--- src/rtl/cmp_share_arbiter_pkg.sv ---
// Shared types and op-code helpers for the two-requester comparator sharing arbiter.
package cmp_share_arbiter_pkg;

  localparam int unsigned XLEN = 32;
  localparam int unsigned NREQ = 2;
  localparam int unsigned OPW  = 3;

  localparam logic [OPW-1:0] OP_EQ  = 3'b000;
  localparam logic [OPW-1:0] OP_NE  = 3'b001;
  localparam logic [OPW-1:0] OP_LT  = 3'b100;
  localparam logic [OPW-1:0] OP_GE  = 3'b101;
  localparam logic [OPW-1:0] OP_LTU = 3'b110;
  localparam logic [OPW-1:0] OP_GEU = 3'b111;

  typedef enum logic [1:0] {
    ST_IDLE = 2'd0,
    ST_CMP1 = 2'd1,
    ST_CMP2 = 2'd2,
    ST_RESP = 2'd3
  } state_t;

  typedef struct packed {
    logic [OPW-1:0]  op;
    logic [XLEN-1:0] a;
    logic [XLEN-1:0] b;
  } req_t;

  // 010 and 011 are the only holes in the funct3 space we accept.
  function automatic logic op_legal(input logic [OPW-1:0] op);
    return op[2] | ~op[1];
  endfunction

  // EQ/NE compare in unsigned form, so only LT/GE need the MSB flip.
  function automatic logic op_signed(input logic [OPW-1:0] op);
    return op[2] & ~op[1];
  endfunction

  function automatic logic op_two_pass(input logic [OPW-1:0] op);
    return ~op[2];
  endfunction

  function automatic logic op_taken(input logic [OPW-1:0] op, input logic ge_ab,
                                    input logic ge_ba);
    if (op[2]) return op[0] ? ge_ab : ~ge_ab;
    return op[0] ^ (ge_ab & ge_ba);
  endfunction

endpackage

--- src/rtl/cmp_share_arbiter_arb.sv ---
// Two-way grant with round-robin or fixed-priority tie-break and a last-grant register.
module cmp_share_arbiter_arb
  import cmp_share_arbiter_pkg::*;
#(
  parameter bit RR_EN = 1'b1
) (
  input  logic            clk,
  input  logic            rst_n,
  input  logic [NREQ-1:0] valid,
  input  logic            accept,
  output logic [NREQ-1:0] grant_c
);

  logic last_grant;

  always_comb begin
    grant_c = 2'b00;
    case (valid)
      2'b01:   grant_c = 2'b01;
      2'b10:   grant_c = 2'b10;
      2'b11:   grant_c = (RR_EN && !last_grant) ? 2'b10 : 2'b01;
      default: grant_c = 2'b00;
    endcase
  end

  // Reset to requester 1 so requester 0 wins the first tie.
  always_ff @(posedge clk or negedge rst_n) begin
    if (!rst_n) begin
      last_grant <= 1'b1;
    end else if (accept) begin
      last_grant <= grant_c[1];
    end
  end

endmodule

--- src/rtl/cmp_share_arbiter_cmp.sv ---
// Shared 32-bit unsigned magnitude comparator: ge_c = (m >= n).
module cmp_share_arbiter_cmp
  import cmp_share_arbiter_pkg::*;
(
  input  logic [XLEN-1:0] m,
  input  logic [XLEN-1:0] n,
  output logic            ge_c
);

  assign ge_c = (m >= n);

endmodule

--- src/rtl/cmp_share_arbiter.sv ---
// Arbitrates two branch-condition requesters onto one comparator and sequences 1-2 passes.
module cmp_share_arbiter
  import cmp_share_arbiter_pkg::*;
#(
  parameter bit RR_EN = 1'b1
) (
  input  logic             clk,
  input  logic             rst_n,
  input  logic [1:0]       req_valid,
  output logic [1:0]       req_ready,
  input  logic [5:0]       req_op,
  input  logic [63:0]      req_a,
  input  logic [63:0]      req_b,
  output logic [1:0]       rsp_valid,
  input  logic [1:0]       rsp_ready,
  output logic             rsp_taken,
  output logic             rsp_err,
  output logic             busy
);

  state_t          state;
  req_t            cur;
  logic            gsel;
  logic            ge_ab;
  logic [1:0]      grant_c;
  logic            accept_c;
  req_t            in_c;
  logic [XLEN-1:0] a_x;
  logic [XLEN-1:0] b_x;
  logic [XLEN-1:0] cmp_m;
  logic [XLEN-1:0] cmp_n;
  logic            cmp_ge;

  cmp_share_arbiter_arb #(.RR_EN(RR_EN)) u_arb (
    .clk     (clk),
    .rst_n   (rst_n),
    .valid   (req_valid),
    .accept  (accept_c),
    .grant_c (grant_c)
  );

  cmp_share_arbiter_cmp u_cmp (
    .m    (cmp_m),
    .n    (cmp_n),
    .ge_c (cmp_ge)
  );

  assign req_ready = (state == ST_IDLE) ? grant_c : 2'b00;
  assign accept_c  = |(req_valid & req_ready);

  always_comb begin
    in_c = '0;
    if (grant_c[1]) begin
      in_c.op = req_op[5:3];
      in_c.a  = req_a[63:32];
      in_c.b  = req_b[63:32];
    end else begin
      in_c.op = req_op[2:0];
      in_c.a  = req_a[31:0];
      in_c.b  = req_b[31:0];
    end
  end

  // Operand conditioning; the comparator sees zeros whenever it is not in use.
  always_comb begin
    a_x   = cur.a;
    b_x   = cur.b;
    cmp_m = '0;
    cmp_n = '0;
    if (op_signed(cur.op)) begin
      a_x[XLEN-1] = ~cur.a[XLEN-1];
      b_x[XLEN-1] = ~cur.b[XLEN-1];
    end
    case (state)
      ST_CMP1: begin
        cmp_m = a_x;
        cmp_n = b_x;
      end
      ST_CMP2: begin
        cmp_m = b_x;
        cmp_n = a_x;
      end
      default: begin
        cmp_m = '0;
        cmp_n = '0;
      end
    endcase
  end

  always_ff @(posedge clk or negedge rst_n) begin
    if (!rst_n) begin
      state     <= ST_IDLE;
      cur       <= '0;
      gsel      <= 1'b0;
      ge_ab     <= 1'b0;
      rsp_valid <= 2'b00;
      rsp_taken <= 1'b0;
      rsp_err   <= 1'b0;
      busy      <= 1'b0;
    end else begin
      case (state)
        ST_IDLE: begin
          if (accept_c) begin
            cur  <= in_c;
            gsel <= grant_c[1];
            busy <= 1'b1;
            if (op_legal(in_c.op)) begin
              state <= ST_CMP1;
            end else begin
              state     <= ST_RESP;
              rsp_valid <= grant_c;
              rsp_taken <= 1'b0;
              rsp_err   <= 1'b1;
            end
          end
        end
        ST_CMP1: begin
          ge_ab <= cmp_ge;
          if (op_two_pass(cur.op)) begin
            state <= ST_CMP2;
          end else begin
            state     <= ST_RESP;
            rsp_valid <= {gsel, ~gsel};
            rsp_taken <= op_taken(cur.op, cmp_ge, 1'b0);
          end
        end
        ST_CMP2: begin
          state     <= ST_RESP;
          rsp_valid <= {gsel, ~gsel};
          rsp_taken <= op_taken(cur.op, ge_ab, cmp_ge);
        end
        ST_RESP: begin
          if (rsp_ready[gsel]) begin
            state     <= ST_IDLE;
            rsp_valid <= 2'b00;
            rsp_taken <= 1'b0;
            rsp_err   <= 1'b0;
            busy      <= 1'b0;
          end
        end
        default: state <= ST_IDLE;
      endcase
    end
  end

endmodule

--- config.mk ---
export PLATFORM = sky130hd
export DESIGN_NAME = cmp_share_arbiter
export DESIGN_NICKNAME = d
export VERILOG_FILES = /design/src/rtl/cmp_share_arbiter_pkg.sv /design/src/rtl/cmp_share_arbiter_arb.sv /design/src/rtl/cmp_share_arbiter_cmp.sv /design/src/rtl/cmp_share_arbiter.sv
export SDC_FILE = /design/constraint.sdc
export NUM_CORES = 1
export LEC_CHECK = 0
export CAP_MARGIN = 10
export CORE_MARGIN = 2
export CORE_UTILIZATION = 54
export CTS_BUF_LIST = sky130_fd_sc_hd__clkbuf_2
export DETAILED_ROUTE_END_ITERATION = 10
export HOLD_SLACK_MARGIN = 0.02
export PLACE_DENSITY = 0.95
export SLEW_MARGIN = 20
export SYNTH_ARGS = -nofsm -noshare
export SYNTH_HDL_FRONTEND = slang
export SYNTH_SLANG_ARGS = --single-unit
--- constraint.sdc ---
create_clock -name clk -period 5.8 [get_ports clk]
set_input_delay 0.58 -clock clk [delete_from_list [all_inputs] [get_ports clk]]
set_output_delay 0.58 -clock clk [all_outputs]
set_load 0.005 [all_outputs]
# == Word level (Yosys, flattened, before mapping) ==
# Index checks and enable logic that the tools add are counted.
# totals
reg_bits,77
in_bits,140
wordCells,81
# classes
magnitude_cmp,2
n_eq_ne,10
mux,38
bitwise,12
n_reduce_logical,8
# op_table
operator,n
$pmux 32 s2,2
$mux 67,1
$ge 32x32->1,1
$mux 1,21
$mux 2,8
$pmux 2 s4,2
$eq 2x2->1 const B,4
$ne 2x2->1 const B,4
$reduce_and 4->1,2
$not 1->1,7
$pmux 2 s3,1
$eq 2x1->1 const B,2
$pmux 1 s2,2
$pmux 1 s4,1
$reduce_and 2->1,2
$reduce_and 3->1,1
$and 1x1->1,2
$and 2x2->2,1
$logic_not 2->1,1
$lt 1x2->1 const B,1
$reduce_bool 2->1,1
$reduce_or 2->1,1
$or 1x1->1,1
$xor 1x1->1,1

# == Longest topological paths before layout ==
# Gate-level depths: netlist (run 1).
# depth
word_depth,10
ltp_mapped,15
ltp_nobuf,12

# == Cells and area by module ==
# A second synthesis (run 1) with hierarchy kept.
# unflattened
hier_cells,616
area_unflattened_um2,5501.5
# by_module_without_submodules
mod,n_inst,cells_per_inst,area_per_inst_um2,seq_area_each_um2
cmp_share_arbiter,1,503,4638.2,1901.8
cmp_share_arbiter_cmp,1,108,799.5,0.0
cmp_share_arbiter_arb,1,5,63.8,26.3

# == Worst setup path before layout (run 1) ==
# No wires, ideal clock.
# synth_path
kind,flip-flop to flip-flop
from,register state[1]
to,register rsp_taken
setup_time_ns,0.084
arrival_time_ns,3.311
t_required_ns,5.716
path_slack_ns,2.406
path_stages_with_launch,16
synth_period_minus_slack_ns,3.394
path_cell_list,dfrtp_1 > inv_1 > ha_1 > clkbuf_1 > clkbuf_1 > clkbuf_1 > a22o_1 > nand2_1 > ha_1 > nand2b_1 > a2111o_1 > a32oi_1 > a211o_1 > and2_4 > mux2_4 > a41oi_2
# synth_between
elab_chain_cells,8
# synth_rtl
element,line_no,text
"start, declared",cmp_share_arbiter.sv:21,state_t state;
"start signal, assigned",cmp_share_arbiter.sv:92,state <= ST_IDLE;
"start signal, assigned",cmp_share_arbiter.sv:108,state <= ST_CMP1;
"start signal, assigned",cmp_share_arbiter.sv:110,state <= ST_RESP;
$eq 2x2->1 or $eq 2x1->1 (tied branches),"cmp_share_arbiter.sv:74, cmp_share_arbiter.sv:101",
$pmux 32 s2,cmp_share_arbiter.sv:74,case (state)
$ge 32x32->1,cmp_share_arbiter_cmp.sv:10,assign ge_c = (m >= n);
$not 1->1,cmp_share_arbiter_pkg.sv:44,if (op[2]) return op[0] ? ge_ab : ~ge_ab;
$mux 1,cmp_share_arbiter_pkg.sv:44,
$mux 1,cmp_share_arbiter_pkg.sv:45,return op[0] ^ (ge_ab & ge_ba);
$mux 1,cmp_share_arbiter.sv:119,if (op_two_pass(cur.op)) begin
$pmux 1 s4,cmp_share_arbiter.sv:101,case (state)
"end signal, assigned",cmp_share_arbiter.sv:124,"rsp_taken <= op_taken(cur.op, cmp_ge, 1'b0);"
"end signal, assigned",cmp_share_arbiter.sv:130,"rsp_taken <= op_taken(cur.op, ge_ab, cmp_ge);"
"end, declared",cmp_share_arbiter.sv:16,"output logic rsp_taken,"
# Parallel ways exist; a longest one is shown, timed or not. The select of a mux whose other input is x is not followed.
# A chain may end at the register's enable or synchronous reset.

# == Worst setup path in the final report (run 1) ==
# layout_path
from,register state[0]
to,register rsp_taken
# Same word-level chain as after synthesis.

==> summary.json, run 1 <==
{
  "timing_hold_violations_final": 0,
  "dp_hpwl_mm": 9.451,
  "fp.dieArea_um2": 10600,
  "post_synth_num_cell_types": 40,
  "timing.final.crit_share_pct": 65.56,
  "clk_path_buf_depth": 2,
  "die_w_um": 103.0,
  "grt_setup_unrepaired": "no",
  "worstPathArrival_ns": 4.31,
  "timing_worst_slew_pin_value_ns": 1.061,
  "worst_vdd_drop_mv": 0.2899,
  "drt_first_iter_violations": 260,
  "async_reset_ff_share_pct": 100.0,
  "worst_hold_slack_ns": 0.1062,
  "critPathKind": "register to register",
  "cts_inserted_buffers": 9,
  "outcome": "complete, no violations",
  "reg2reg_from": "state[0]",
  "detail_route.wirelength_mm": 13.03,
  "drc_errors": 0,
  "pin_count": 147,
  "dr_total_vias": 4825,
  "detailed_place.area_um2": 6785,
  "core-area_um2": 9639,
  "post-route-min-period_ns": 3.802,
  "cts_hold_buf": 0,
  "syn-num-nets": 769,
  "syn_avg_cell_area_um2": 8.917,
  "grt_overflow": 0,
  "ys_top_cells_by_area": "sky130_fd_sc_hd__dfrtp_1 36%, sky130_fd_sc_hd__mux2i_1 13%, sky130_fd_sc_hd__ha_1 8.5%",
  "number_of_endpoints_failing_setup_at_the_final_stage": 0,
  "synth.yosys.seq_area_share_pct": 36.46,
  "critical_path.cell_chain": "inv_1 > ha_2 > nand2_1 > ha_1 > nand4_1 > nor4_1 > a32oi_1 > a211o_1 > and2_4 > mux2_4 > a41oi_2",
  "die_height_um": 103.0,
  "synth-main-ff-cell": "sky130_fd_sc_hd__dfrtp_1",
  "cpMaxStageDelayCell": "sky130_fd_sc_hd__ha_2",
  "worst_setup_path_startpoint": "state[0]",
  "ctsResizeCount": 0,
  "clock_tree.htree_level_count": 3,
  "global_route.usage.total_pct": 25.26,
  "clk_latency_ns": 0.58,
  "worst-endpoint-required_ns": 6.31,
  "post_synth_inst_count": 593,
  "clock_tree.root_cell": "sky130_fd_sc_hd__clkbuf_2",
  "place_congestion": 0.8501,
  "synth_top_area_cell": "sky130_fd_sc_hd__dfrtp_1",
  "finish.instance_area_um2": 6917,
  "vias_per_cell": 5.703,
  "tritoncts": "yes",
  "fmax_ghz": 0.2630,
  "synthesis_warnings": 0,
  "fill_cells": 699,
  "finalSetupTns_ns": 0,
  "worst_r2r_endpoint": "rsp_taken",
  "area_delta_synth_final_pct": 30.81,
  "element_type_at_the_critical_path_end": "register",
  "most_frequent_cell_after_synthesis": "sky130_fd_sc_hd__nand2_1",
  "synth_commonest_cells": "119 x sky130_fd_sc_hd__nand2_1, 77 x sky130_fd_sc_hd__o21ai_0, 76 x sky130_fd_sc_hd__dfrtp_1, 69 x sky130_fd_sc_hd__mux2i_1, 36 x sky130_fd_sc_hd__ha_1",
  "slew_headroom_pct": 29.29,
  "register_area_um2": 1928,
  "worst-path-max-fanout": 68,
  "post-place-cells": 830,
  "initial_utilization_pct": 54.85,
  "multi_input_area_um2": 3203,
  "drv_slew": 0,
  "timing.reg2reg.setup_slack_ns": 2.00,
  "rr_worst_depth": 11,
  "timing.critical_path.from_type": "register",
  "rows": 36,
  "final_cell_count_no_fill": 846,
  "grt_first_pass_wirelength_mm": 21.26,
  "cts.sink_count": 77,
  "antenna_cells": 0,
  "synth_top_cell_area_share_pct": 35.97,
  "first_global_vias": 4790,
  "drtAntennaViolNets": 0,
  "critical_path_buf_inv_count": 1,
  "timing.critical_path.max_delay_family": "adder cells",
  "total_leakage_power_nw": 2.956,
  "detail_route.wl_per_cell_um": 15.40,
  "drt_pre_antenna_iters": 5,
  "ys_seq_elements": 77,
  "clk_pin_slew_worst_paths_ns": 0.23,
  "worst_clock_skew_ns": 0.02517,
  "critPathMaxStageDelay_ns": 1.00,
  "syn_area_um2": 5288,
  "synth-edff-count": 0,
  "grt_antenna_before_repair": 0,
  "place.port_buffers": 146,
  "maximum_number_of_pins_on_one_net_before_global_route_repair": 135,
  "pwr_density_cell_nw_per_um2": 502.7,
  "finalNetCount": 884,
  "postCtsSetupBuffers": 0,
  "holdCritPathClass": "primary input to asynchronous set/reset pin",
  "max_cap_violations": 0,
  "drive_gt1_share_pct": 4.348
}
==> cell usage in the layout (no fill, tap or decap), types with 3 or more instances in the layout <==
cell type                         count
sky130_fd_sc_hd__nand2b_1             4
sky130_fd_sc_hd__a22oi_1             33
sky130_fd_sc_hd__clkbuf_2             9
sky130_fd_sc_hd__a221oi_1             3
sky130_fd_sc_hd__buf_4                4
sky130_fd_sc_hd__o211ai_1             4
sky130_fd_sc_hd__nand2_1            119
sky130_fd_sc_hd__ha_1                33
sky130_fd_sc_hd__mux2i_1             69
sky130_fd_sc_hd__dfrtp_1             76
sky130_fd_sc_hd__nand3_1              3
sky130_fd_sc_hd__a21oi_1             16
sky130_fd_sc_hd__inv_1                7
sky130_fd_sc_hd__a22o_1              32
sky130_fd_sc_hd__o21ai_0             77
sky130_fd_sc_hd__nor2b_1             32
sky130_fd_sc_hd__a31oi_1              4
sky130_fd_sc_hd__clkdlybuf4s50_1    145
sky130_fd_sc_hd__xnor2_1              3
sky130_fd_sc_hd__nor2_1               6
==> power by group <==
part,internal [mW],total (mW),switching (mW)
combinational,0.987,2.13,1.14
clock,0.0961,0.297,0.201
sequential,0.801,1.05,0.250
==> worst register-to-register path, stage by stage, from the launching register on <==
cell and delay, ns:
sky130_fd_sc_hd__dfrtp_1 0.48, sky130_fd_sc_hd__inv_1 0.14, sky130_fd_sc_hd__ha_2 1.00, sky130_fd_sc_hd__nand2_1 0.16, sky130_fd_sc_hd__ha_1 0.38, sky130_fd_sc_hd__nand4_1 0.14
sky130_fd_sc_hd__nor4_1 0.30, sky130_fd_sc_hd__a32oi_1 0.14, sky130_fd_sc_hd__a211o_1 0.33, sky130_fd_sc_hd__and2_4 0.17, sky130_fd_sc_hd__mux2_4 0.30, sky130_fd_sc_hd__a41oi_2 0.19
==> sequential cells by signal (all words and copies together) (netlist names), 2 cells and up <==
signal,flops
b_x,31
state,2
cur,5
a_x,31
rsp_valid,2
==> through the flow <==
step	total power, mW	worst slack (ns)	util, %
after global placement	2.984	2.097	70.39
final	3.477	1.998	71.75
after CTS	3.439	1.879	71.55
after global routing	3.796	1.658	71.75
after detailed placement	3.144	1.914	70.39
after floorplan	2.602	2.406	-
==> metal layers <==
metal  vias to the layer above  track usage [%]  share of wire, %
met5                         -                0                 0
met4                         0            8.502               1.9
met3                        31            5.153               5.9
met2                       140            45.15                51
met1                      2283            30.29                41
li1                       2371                -                 -
==> worst max path at each step <==
stage / to / slack [ns] / depth (start not counted)
3_5_place_dp: rsp_taken / 1.91 / 12
5_1_grt: rsp_taken / 1.66 / 11
2_1_floorplan: rsp_taken / 2.41 / 15
3_3_place_gp: rsp_taken / 2.10 / 12
4_1_cts: rsp_taken / 1.88 / 12
6_report: rsp_taken / 2.00 / 11
==> logic make-up after synthesis <==
kind of cell               after synthesis  share of synthesized area [%]
DFF                                     77                          36.46
adders and majority gates               36                          8.519
muxes                                   70                          13.35
and+or+nand+nor                        175                          15.05
AOI/OAI and AO/OA                      180                          22.29
buffers and inverters                   52                          3.834
xor gates and xnor gates                 3                         0.4970
==> cell type report <==
| cell class | count | share of cell area, % |
|---|---|---|
| Clock buffer | 9 | 0.6512 |
| Clock inverter | 7 | 0.9588 |
| Inverter | 7 | 0.3799 |
| Multi-Input combinational cell | 464 | 46.31 |
| Sequential cell | 77 | 27.88 |
| Tap cell | 133 | 2.406 |
| Timing Repair Buffer | 149 | 21.42 |
No activity file was read; power rests on OpenSTA's default activity.
==> run 2, diff against run 1 <==
--- a/config.mk
+++ b/config.mk
@@ -7,11 +7,11 @@
 export LEC_CHECK = 0
 export CAP_MARGIN = 10
 export CORE_MARGIN = 2
-export CORE_UTILIZATION = 54
+export CORE_UTILIZATION = 45
 export CTS_BUF_LIST = sky130_fd_sc_hd__clkbuf_2
 export DETAILED_ROUTE_END_ITERATION = 10
 export HOLD_SLACK_MARGIN = 0.02
-export PLACE_DENSITY = 0.95
+export PLACE_DENSITY = 0.91
 export SLEW_MARGIN = 20
 export SYNTH_ARGS = -nofsm -noshare
 export SYNTH_HDL_FRONTEND = slang
==> constraint.sdc (replaced) <==
create_clock -name clk -period 3.1 [get_ports clk]
set_input_delay 0.31 -clock clk [delete_from_list [all_inputs] [get_ports clk]]
set_output_delay 0.31 -clock clk [all_outputs]
set_load 0.005 [all_outputs]
==> run 2 against run 1 <==
Clock skew decreased by 0.013 ns. First-iteration DRC count increased by 70%. Global-route usage decreased by 1.5 points. Core utilization decreased by 5.7 points. Total power increased by 140%. Largest cell class unchanged. Cell count increased by 5.4%. Setup slack got worse by 2.2 ns. The flow now finishes with violations (design-rule violations, negative setup slack). Largest power group unchanged.
==> summary.json, run 2 (same netlist as run 1, synthesis figures left out) <==
{
  "drtAntennaViolNets": 0,
  "hold_start": "req_b[19]",
  "reg2reg_from": "state[1]",
  "worst_clock_skew_ns": 0.01266,
  "core-area_um2": 11470,
  "max_cap_violations": 0,
  "tritoncts": "yes",
  "clock_tree.htree_level_count": 3,
  "wirelength_met1_mm": 6.327,
  "finalNetCount": 919,
  "timing.reg2reg.setup_slack_ns": -0.20,
  "critPathKind": "register to register",
  "layout_setup_ws_ns": -0.2030,
  "worst-endpoint-required_ns": 3.58,
  "hold_end": "b_x[19]",
  "detail_route.wirelength_mm": 16.76,
  "final_cell_count_no_fill": 892,
  "routed.top_layer": "met4",
  "holdCritPathClass": "primary input to register",
  "fill_cells": 804,
  "place_congestion": 0.7454,
  "die_w_um": 112.4,
  "violations": "design-rule violations, negative setup slack",
  "finish.instance_area_um2": 7579,
  "slew_headroom_pct": 35.80,
  "first_global_vias": 5216,
  "cts_inserted_buffers": 9,
  "drc_errors": 2,
  "hold_path_depth": 3,
  "total_leakage_power_nw": 3.228,
  "grt_overflow": 0,
  "detailed_place.area_um2": 6955,
  "worstPathArrival_ns": 3.79,
  "clk_latency_ns": 0.58,
  "number_of_endpoints_failing_setup_at_the_final_stage": 2,
  "drt_first_iter_violations": 442,
  "clk_path_buf_depth": 2,
  "drt_pre_antenna_iters": 11,
  "met3_length_mm": 1.289,
  "timing.critical_path.from_type": "register",
  "final_cell_mix": "145 x sky130_fd_sc_hd__clkdlybuf4s50_1, 116 x sky130_fd_sc_hd__nand2_1, 76 x sky130_fd_sc_hd__o21ai_0, 74 x sky130_fd_sc_hd__dfrtp_1, 69 x sky130_fd_sc_hd__mux2i_1",
  "layout.cells.most_common": "sky130_fd_sc_hd__clkdlybuf4s50_1",
  "pwr_density_cell_nw_per_um2": 1107,
  "initial_utilization_pct": 46.11,
  "area_delta_synth_final_pct": 43.33,
  "grt_first_pass_wirelength_mm": 24.51,
  "clock_tree.root_cell": "sky130_fd_sc_hd__clkbuf_2",
  "outcome": "finished, violations left",
  "timing_hold_violations_final": 0,
  "grt_setup_unrepaired": "yes",
  "post-place-cells": 851,
  "post-route-min-period_ns": 3.303,
  "timing.final.crit_share_pct": 106.5,
  "worst_r2r_endpoint": "rsp_taken",
  "element_type_at_the_critical_path_end": "register",
  "dr_total_vias": 5396,
  "pin_count": 147,
  "worst-path-max-fanout": 6,
  "cts.sink_count": 77,
  "rr_worst_depth": 14,
  "vias_per_cell": 6.049,
  "detail_route.wl_per_cell_um": 18.79,
  "dp_hpwl_mm": 10.11,
  "global_route.usage.total_pct": 23.80,
  "clk_pin_slew_worst_paths_ns": 0.20,
  "timing_worst_slew_pin_value_ns": 0.9631,
  "fp.dieArea_um2": 12630,
  "maximum_number_of_pins_on_one_net_before_global_route_repair": 135,
  "place.port_buffers": 146,
  "wl_met2_mm": 8.219,
  "grt_antenna_before_repair": 1,
  "drv_slew": 0,
  "fmax_ghz": 0.3028,
  "drive_gt1_share_pct": 12.17,
  "worst_vdd_drop_mv": 0.5194,
  "rows": 39,
  "die_height_um": 112.4
}
run 2: through the flow:
step | power [mW] | utilization (%) | hold WS (ns) | setup WS (ns) | TNS [ns]
final | 8.387 | 66.09 | 0.3355 | -0.2030 | -0.2560
after floorplan | 4.898 | - | 0.01441 | 0.01175 | 0
after CTS | 7.328 | 63.94 | 0.3575 | 0.002728 | 0
after global routing | 8.887 | 66.09 | 0.3684 | -0.2650 | -0.3764
after detailed placement | 6.269 | 60.65 | 0.5022 | -0.1316 | -0.1316
after global placement | 5.908 | 60.65 | 0.4795 | 0.02550 | 0
run 2: cell type report:
type	instances	area, µm²	share of cell area, %
Multi-Input combinational cell	464	3353	44.25
Timing Repair Buffer	184	1954	25.79
Sequential cell	77	1931	25.47
Tap cell	143	178.9	2.361
Clock inverter	6	77.57	1.024
Clock buffer	10	50.05	0.6604
Inverter	7	31.28	0.4127
Antenna cell	1	2.502	0.03302
run 2: power breakdown:
part           switching (mW)  total (mW)  internal [mW]
Combinational            2.98        5.75           2.77
Sequential              0.508        2.01           1.50
Clock                   0.362       0.625          0.262
run 2: worst max path at each step:
stage	startpoint	to	slack [ns]	cells after the start
3_3_place_gp	state[1]	rsp_taken	0.03	14
4_1_cts	state[1]	rsp_taken	0.003	14
2_1_floorplan	state[1]	rsp_taken	0.01	15
3_5_place_dp	state[1]	rsp_taken	-0.13	12
5_1_grt	state[1]	rsp_taken	-0.27	15
6_report	state[1]	rsp_taken	-0.20	14
run 2: critical path, cell delays in order, from the launching register on:
cell and delay (ns):
sky130_fd_sc_hd__dfrtp_2 0.51, sky130_fd_sc_hd__inv_4 0.12, sky130_fd_sc_hd__ha_4 0.21, sky130_fd_sc_hd__buf_4 0.16, sky130_fd_sc_hd__buf_16 0.12, sky130_fd_sc_hd__a22o_1 0.15
sky130_fd_sc_hd__nand2_1 0.06, sky130_fd_sc_hd__ha_1 0.31, sky130_fd_sc_hd__nand4_1 0.22, sky130_fd_sc_hd__nor4_4 0.28, sky130_fd_sc_hd__a32oi_2 0.16, sky130_fd_sc_hd__a211o_1 0.35
sky130_fd_sc_hd__and3_4 0.18, sky130_fd_sc_hd__o211ai_1 0.23, sky130_fd_sc_hd__a41oi_2 0.14
run 2: what timing repair did:
| action | in CTS | in global routing |
|---|---|---|
| endpoints found under the hold margin | 76 | 0 |
| setup buffers | 12 | 7 |
| endpoints found under the setup margin | 1 | 2 |
| cloned | 2 | 2 |
| pin swaps | 9 | 21 |
| hold buffers | 1 | 0 |
| resized for setup | 14 | 28 |
run 2: per-layer routing:
metal | global-route usage, % | up-vias
met3 | 4.914 | 88
met1 | 27.92 | 2537
met4 | 10.81 | 0
li1 | - | 2452
met5 | 0 | -
met2 | 41.93 | 319
